## src/rtl/mp64_rom_arb.sv

```systemverilog
// Two-port round-robin arbiter in front of a pipelined synchronous ROM, with bounded burst lock.
// Optional per-port stall counters are enabled by defining MP64_ROM_ARB_STATS_EN.
module mp64_rom_arb #(
    parameter int unsigned ADDR_W   = 12,
    parameter int unsigned DATA_W   = 32,
    parameter int unsigned MAX_LOCK = 8
) (
    input  logic              clk,
    input  logic              rst_n,
    input  logic              a_req,
    input  logic              a_lock,
    input  logic [ADDR_W-1:0] a_addr,
    output logic              a_gnt,
    output logic              a_rvalid,
    output logic [DATA_W-1:0] a_rdata,
    input  logic              b_req,
    input  logic              b_lock,
    input  logic [ADDR_W-1:0] b_addr,
    output logic              b_gnt,
    output logic              b_rvalid,
    output logic [DATA_W-1:0] b_rdata,
`ifdef MP64_ROM_ARB_STATS_EN
    output logic [15:0]       a_stall_cnt,
    output logic [15:0]       b_stall_cnt,
`endif
    output logic              rom_ce,
    output logic [ADDR_W-1:0] rom_addr,
    input  logic [DATA_W-1:0] rom_rdata
);

    localparam int unsigned CntW = $clog2(MAX_LOCK + 1);
    localparam logic [CntW-1:0] MaxCnt = CntW'(MAX_LOCK);

    typedef enum logic [1:0] {StArb, StLockA, StLockB} state_e;
    typedef enum logic {PortA = 1'b0, PortB = 1'b1} port_e;

    state_e          state_q, state_d;
    port_e           last_q, own_q, rr_last;
    logic [CntW-1:0] lock_cnt_q, lock_cnt_d;
    logic            vld_q;
    logic            hold_a, hold_b;

    always_comb begin
        a_gnt      = 1'b0;
        b_gnt      = 1'b0;
        hold_a     = 1'b0;
        hold_b     = 1'b0;
        rr_last    = last_q;
        state_d    = state_q;
        lock_cnt_d = lock_cnt_q;
        unique case (state_q)
            StLockA: begin
                hold_a  = a_req & a_lock & ~(b_req & (lock_cnt_q == MaxCnt));
                rr_last = PortA;
            end
            StLockB: begin
                hold_b  = b_req & b_lock & ~(a_req & (lock_cnt_q == MaxCnt));
                rr_last = PortB;
            end
            default: ;
        endcase

        if (hold_a || hold_b) begin
            a_gnt      = hold_a;
            b_gnt      = hold_b;
            lock_cnt_d = (lock_cnt_q == MaxCnt) ? MaxCnt : lock_cnt_q + CntW'(1);
        end else begin
            // Leaving a lock reuses the same cycle for a round-robin grant.
            if (a_req && b_req) begin
                a_gnt = (rr_last == PortB);
                b_gnt = (rr_last == PortA);
            end else begin
                a_gnt = a_req;
                b_gnt = b_req;
            end
            if (a_gnt && a_lock) begin
                state_d    = StLockA;
                lock_cnt_d = CntW'(1);
            end else if (b_gnt && b_lock) begin
                state_d    = StLockB;
                lock_cnt_d = CntW'(1);
            end else begin
                state_d    = StArb;
                lock_cnt_d = '0;
            end
        end

        if (!rst_n) begin
            a_gnt = 1'b0;
            b_gnt = 1'b0;
        end
    end

    assign rom_ce   = a_gnt | b_gnt;
    assign rom_addr = b_gnt ? b_addr : a_addr;

    always_ff @(posedge clk) begin
        if (!rst_n) begin
            state_q    <= StArb;
            last_q     <= PortB;
            lock_cnt_q <= '0;
            vld_q      <= 1'b0;
            own_q      <= PortA;
        end else begin
            state_q    <= state_d;
            lock_cnt_q <= lock_cnt_d;
            vld_q      <= rom_ce;
            if (rom_ce) begin
                last_q <= b_gnt ? PortB : PortA;
                own_q  <= b_gnt ? PortB : PortA;
            end
        end
    end

    // Gated by rst_n so a response landing during reset is dropped.
    assign a_rvalid = rst_n & vld_q & (own_q == PortA);
    assign b_rvalid = rst_n & vld_q & (own_q == PortB);
    assign a_rdata  = rom_rdata;
    assign b_rdata  = rom_rdata;

`ifdef MP64_ROM_ARB_STATS_EN
    always_ff @(posedge clk) begin
        if (!rst_n) begin
            a_stall_cnt <= '0;
            b_stall_cnt <= '0;
        end else begin
            if (a_req && !a_gnt && (a_stall_cnt != 16'hFFFF)) begin
                a_stall_cnt <= a_stall_cnt + 16'd1;
            end
            if (b_req && !b_gnt && (b_stall_cnt != 16'hFFFF)) begin
                b_stall_cnt <= b_stall_cnt + 16'd1;
            end
        end
    end
`endif

endmodule

```

## config.mk

```make
export PLATFORM = sky130hd
export DESIGN_NAME = mp64_rom_arb
export DESIGN_NICKNAME = d
export VERILOG_FILES = /design/src/rtl/mp64_rom_arb.sv
export SDC_FILE = /design/constraint.sdc
export NUM_CORES = 1
export LEC_CHECK = 0
export BUFFER_PORTS_ARGS = -buffer_cell sky130_fd_sc_hd__buf_2
export CAP_MARGIN = 5
export CORE_ASPECT_RATIO = 0.6
export CORE_MARGIN = 2
export CORE_UTILIZATION = 34
export CTS_BUF_LIST = sky130_fd_sc_hd__clkbuf_16
export DETAILED_ROUTE_END_ITERATION = 10
export PLACE_DENSITY = 0.82
export SYNTH_ARGS = -nofsm -noshare
export SYNTH_HDL_FRONTEND = slang
export SYNTH_SLANG_ARGS = --single-unit
```

## constraint.sdc

```tcl
create_clock -name clk -period 2.3 [get_ports clk]
set_input_delay 0 -clock clk [delete_from_list [all_inputs] [get_ports clk]]
set_output_delay 0 -clock clk [all_outputs]
set_load 0.02 [all_outputs]
```

==> flow_metrics.py <==
metrics = {
    "outcome": {
        "outcome": "finished clean",
    },
    "route": {
        "drc": 0,
        "drt_iter0_drc": 14,
        "wl_per_cell_um": 14.35,
        "routed_wl_mm": 2.554,
        "viasPerCell": 4.865,
        "vias": 866,
        "ant_nets": 0,
        "drtPass1Iterations": 4,
    },
    "floorplan": {
        "start_util_pct": 36.91,
        "dieArea_sq_mm": 0.004189,
        "die_w_um": 82.24,
        "rows": 16,
        "die_h_um": 50.94,
        "core-area_sq_mm": 0.003383,
        "num_io_pins": 143,
    },
    "clock_network": {
        "cts_tree": "yes",
        "clk_latency_ns": 0.24,
        "clockBufferDepth": 2,
        "path_clk_slew_ns": 0.04,
        "cts_hold_buf": 0,
        "htreeDepth": 1,
        "cts_root_buf": "clkbuf_16",
        "cts.sinks": 9,
        "numCtsBuffers": 3,
    },
    "timing": {
        "max_freq_mhz": 454.8,
        "fin_skew_ns": 0.0008606,
        "setup_ws_ns": 0.1011,
        "setup_viol": 0,
        "drv_slew": 0,
        "period_minus_slack_ns": 2.199,
        "slew_headroom_pct": 70.35,
        "setup_tns_ns": 0,
        "tightest_slew_ns": 0.4447,
        "finalHoldViolations": 0,
        "period_share_pct": 95.60,
        "fin_hold_ws_ns": 0.00005632,
        "grt_setup_unrepaired": "false",
    },
    "global_route": {
        "grt_pass1_wl_mm": 3.525,
        "grt_pass1_vias": 750,
        "grt_use_met3_pct": 8.304,
        "grt_max_degree": 14,
        "antenna_found_initial": 0,
        "grt.busiest_layer": "met2",
        "met1_usage_pct": 12.82,
        "grt.met2_usage_pct": 15.59,
        "grtUsageTotal_pct": 11.44,
        "grt-ovfl-total": 0,
    },
    "yosys": {
        "yosysSeqAreaShare_pct": 14.43,
        "yosys.area.top_type": "buf_4",
        "syn_area_sq_mm": 0.001249,
        "yosysTopAreaCellShare_pct": 38.48,
        "syn_nets": 212,
        "synth.most_common_cell": "buf_4",
        "async_flop_share_pct": 0,
        "synth-main-ff-cell": "dfxtp_1",
        "yosysUniqueCellTypes": 30,
        "synth.area.top_cells": "buf_4 38%, dfxtp_1 14%, mux2_4 11%",
        "synth.avg_cell_area_sq_um": 8.553,
        "ys_top_cells_by_count": "64 x buf_4, 11 x a21oi_1, 9 x dfxtp_1, 9 x mux2_4, 8 x inv_1",
        "yosys_warnings": 0,
        "synth_edf_count": 0,
        "synth-seq-cells": 9,
        "synth_cells": 146,
    },
    "critical_path": {
        "critical_path_class": "reg -> out",
        "rr_worst_depth": 7,
        "worstSetupEndpointType": "output port",
        "crit_fanout": 6,
        "worstSetupStartpointType": "register",
        "cp.arrival_ns": 2.20,
        "crit_required_ns": 2.30,
    },
    "final_layout": {
        "nNetsFinal": 200,
        "drive_above_1_share_pct": 56.39,
        "syn_to_final_growth_pct": -5.611,
        "num_antenna_cells": 0,
    },
    "power": {
        "p_per_area_mw_per_mm2": 561.0,
        "p_leak_uw": 0.0005867,
        "ir_worst_vdd_mv": 0.3132,
    },
    "placement": {
        "dp_hpwl_mm": 2.005,
        "dp_slack_ns": 0.2644,
        "place_congestion": 0.8567,
        "port_buffers": 46,
    },
    "job": {
        "drv_cap": 0,
    },
    "hold_path": {
        "hold_path_depth": 0,
        "worstHoldPathType": "in -> out",
    },
}
timing repair:
item                                    CTS  global route
buffers inserted                          0             3
gates resized for setup                   0             4
endpoints found under the setup margin    0            12
routing by layer:
metal  share of wire, %  routed length [um]  vias up
met5                  0                   0        -
met4                2.2                  57        0
met3                 16                 410        8
met2                 43                1090       85
met1                 39                 995      378
li1                   -                   -      395
where the power goes:
| part | internal, uW | switching [uW] |
|---|---|---|
| Sequential | 165 | 6.23 |
| Combinational | 92.9 | 91.0 |
| Clock | 227 | 79.0 |
final timing paths:
| path | end | startpoint | slack [ns] |
|---|---|---|---|
| max | rom_addr[4] | lock_cnt_q[0]$_SDFF_PN0_ | 0.10 |
| min | a_rdata[5] | rom_rdata[5] | 0.00006 |
| max reg2reg | lock_cnt_q[2]$_SDFF_PP0_ | lock_cnt_q[0]$_SDFF_PN0_ | 0.43 |
| min reg2reg | state_q[0]$_SDFFE_PN0P_ | state_q[0]$_SDFFE_PN0P_ | 0.50 |
kinds of logic after synthesis:
kind of cell,Yosys count,synth area share [%]
buf+inv,76,44.19
simple gates,18,7.215
mux,14,15.23
fa+ha+maj,4,4.008
flops,9,14.43
xor+xnor,2,1.403
compound gates,23,13.53
registers in the layout, indices dropped and copies added, names as in the netlist:
name and cells:
lock_cnt_q 4, vld_q 1, last_q 1, own_q 1, state_q 2
critical path, stage by stage (launching register included):
cell	delay (ns)
dfxtp_2	0.34
inv_1	0.05
ha_1	0.18
and3b_2	0.24
o221a_4	0.30
o21ai_4	0.21
clkbuf_16	0.19
mux2_4	0.29
buf_2	0.16
per-stage QoR:
stage / utilization [%] / instance area [sq um] / std cells / total power, uW
after detailed placement: 30.55 / 1033 / 170 / 345.9
after floorplan: - / 1249 / 146 / 450.6
after global placement: 30.55 / 1033 / 170 / 343.9
after CTS: 32.88 / 1112 / 174 / 654.7
final: 34.84 / 1179 / 178 / 661.2
after global routing: 34.84 / 1179 / 178 / 691.9
layout make-up:
| class | count | area [sq um] |
|---|---|---|
| clock buffers | 3 | 75.07 |
| clock inverters | 1 | 3.754 |
| fillers | 356 | 2205 |
| inverters | 8 | 30.03 |
| multi-input cells | 61 | 534.3 |
| flip-flops and latches | 9 | 181.4 |
| well taps | 45 | 56.30 |
| repair buffers | 51 | 297.8 |
layout by cell type (no fill, tap or decap), types with 2 or more instances in the layout:
cell and instances:
a21oi_1 11, clkbuf_16 4, dfxtp_1 8, mux2_4 9, buf_4 3, nor3_1 2
o21ai_0 4, nand2_1 3, ha_1 3, inv_1 9, nor2_1 4, buf_2 46
nand3_1 5, mux2_2 4
Power figures use the tool's default switching activity.
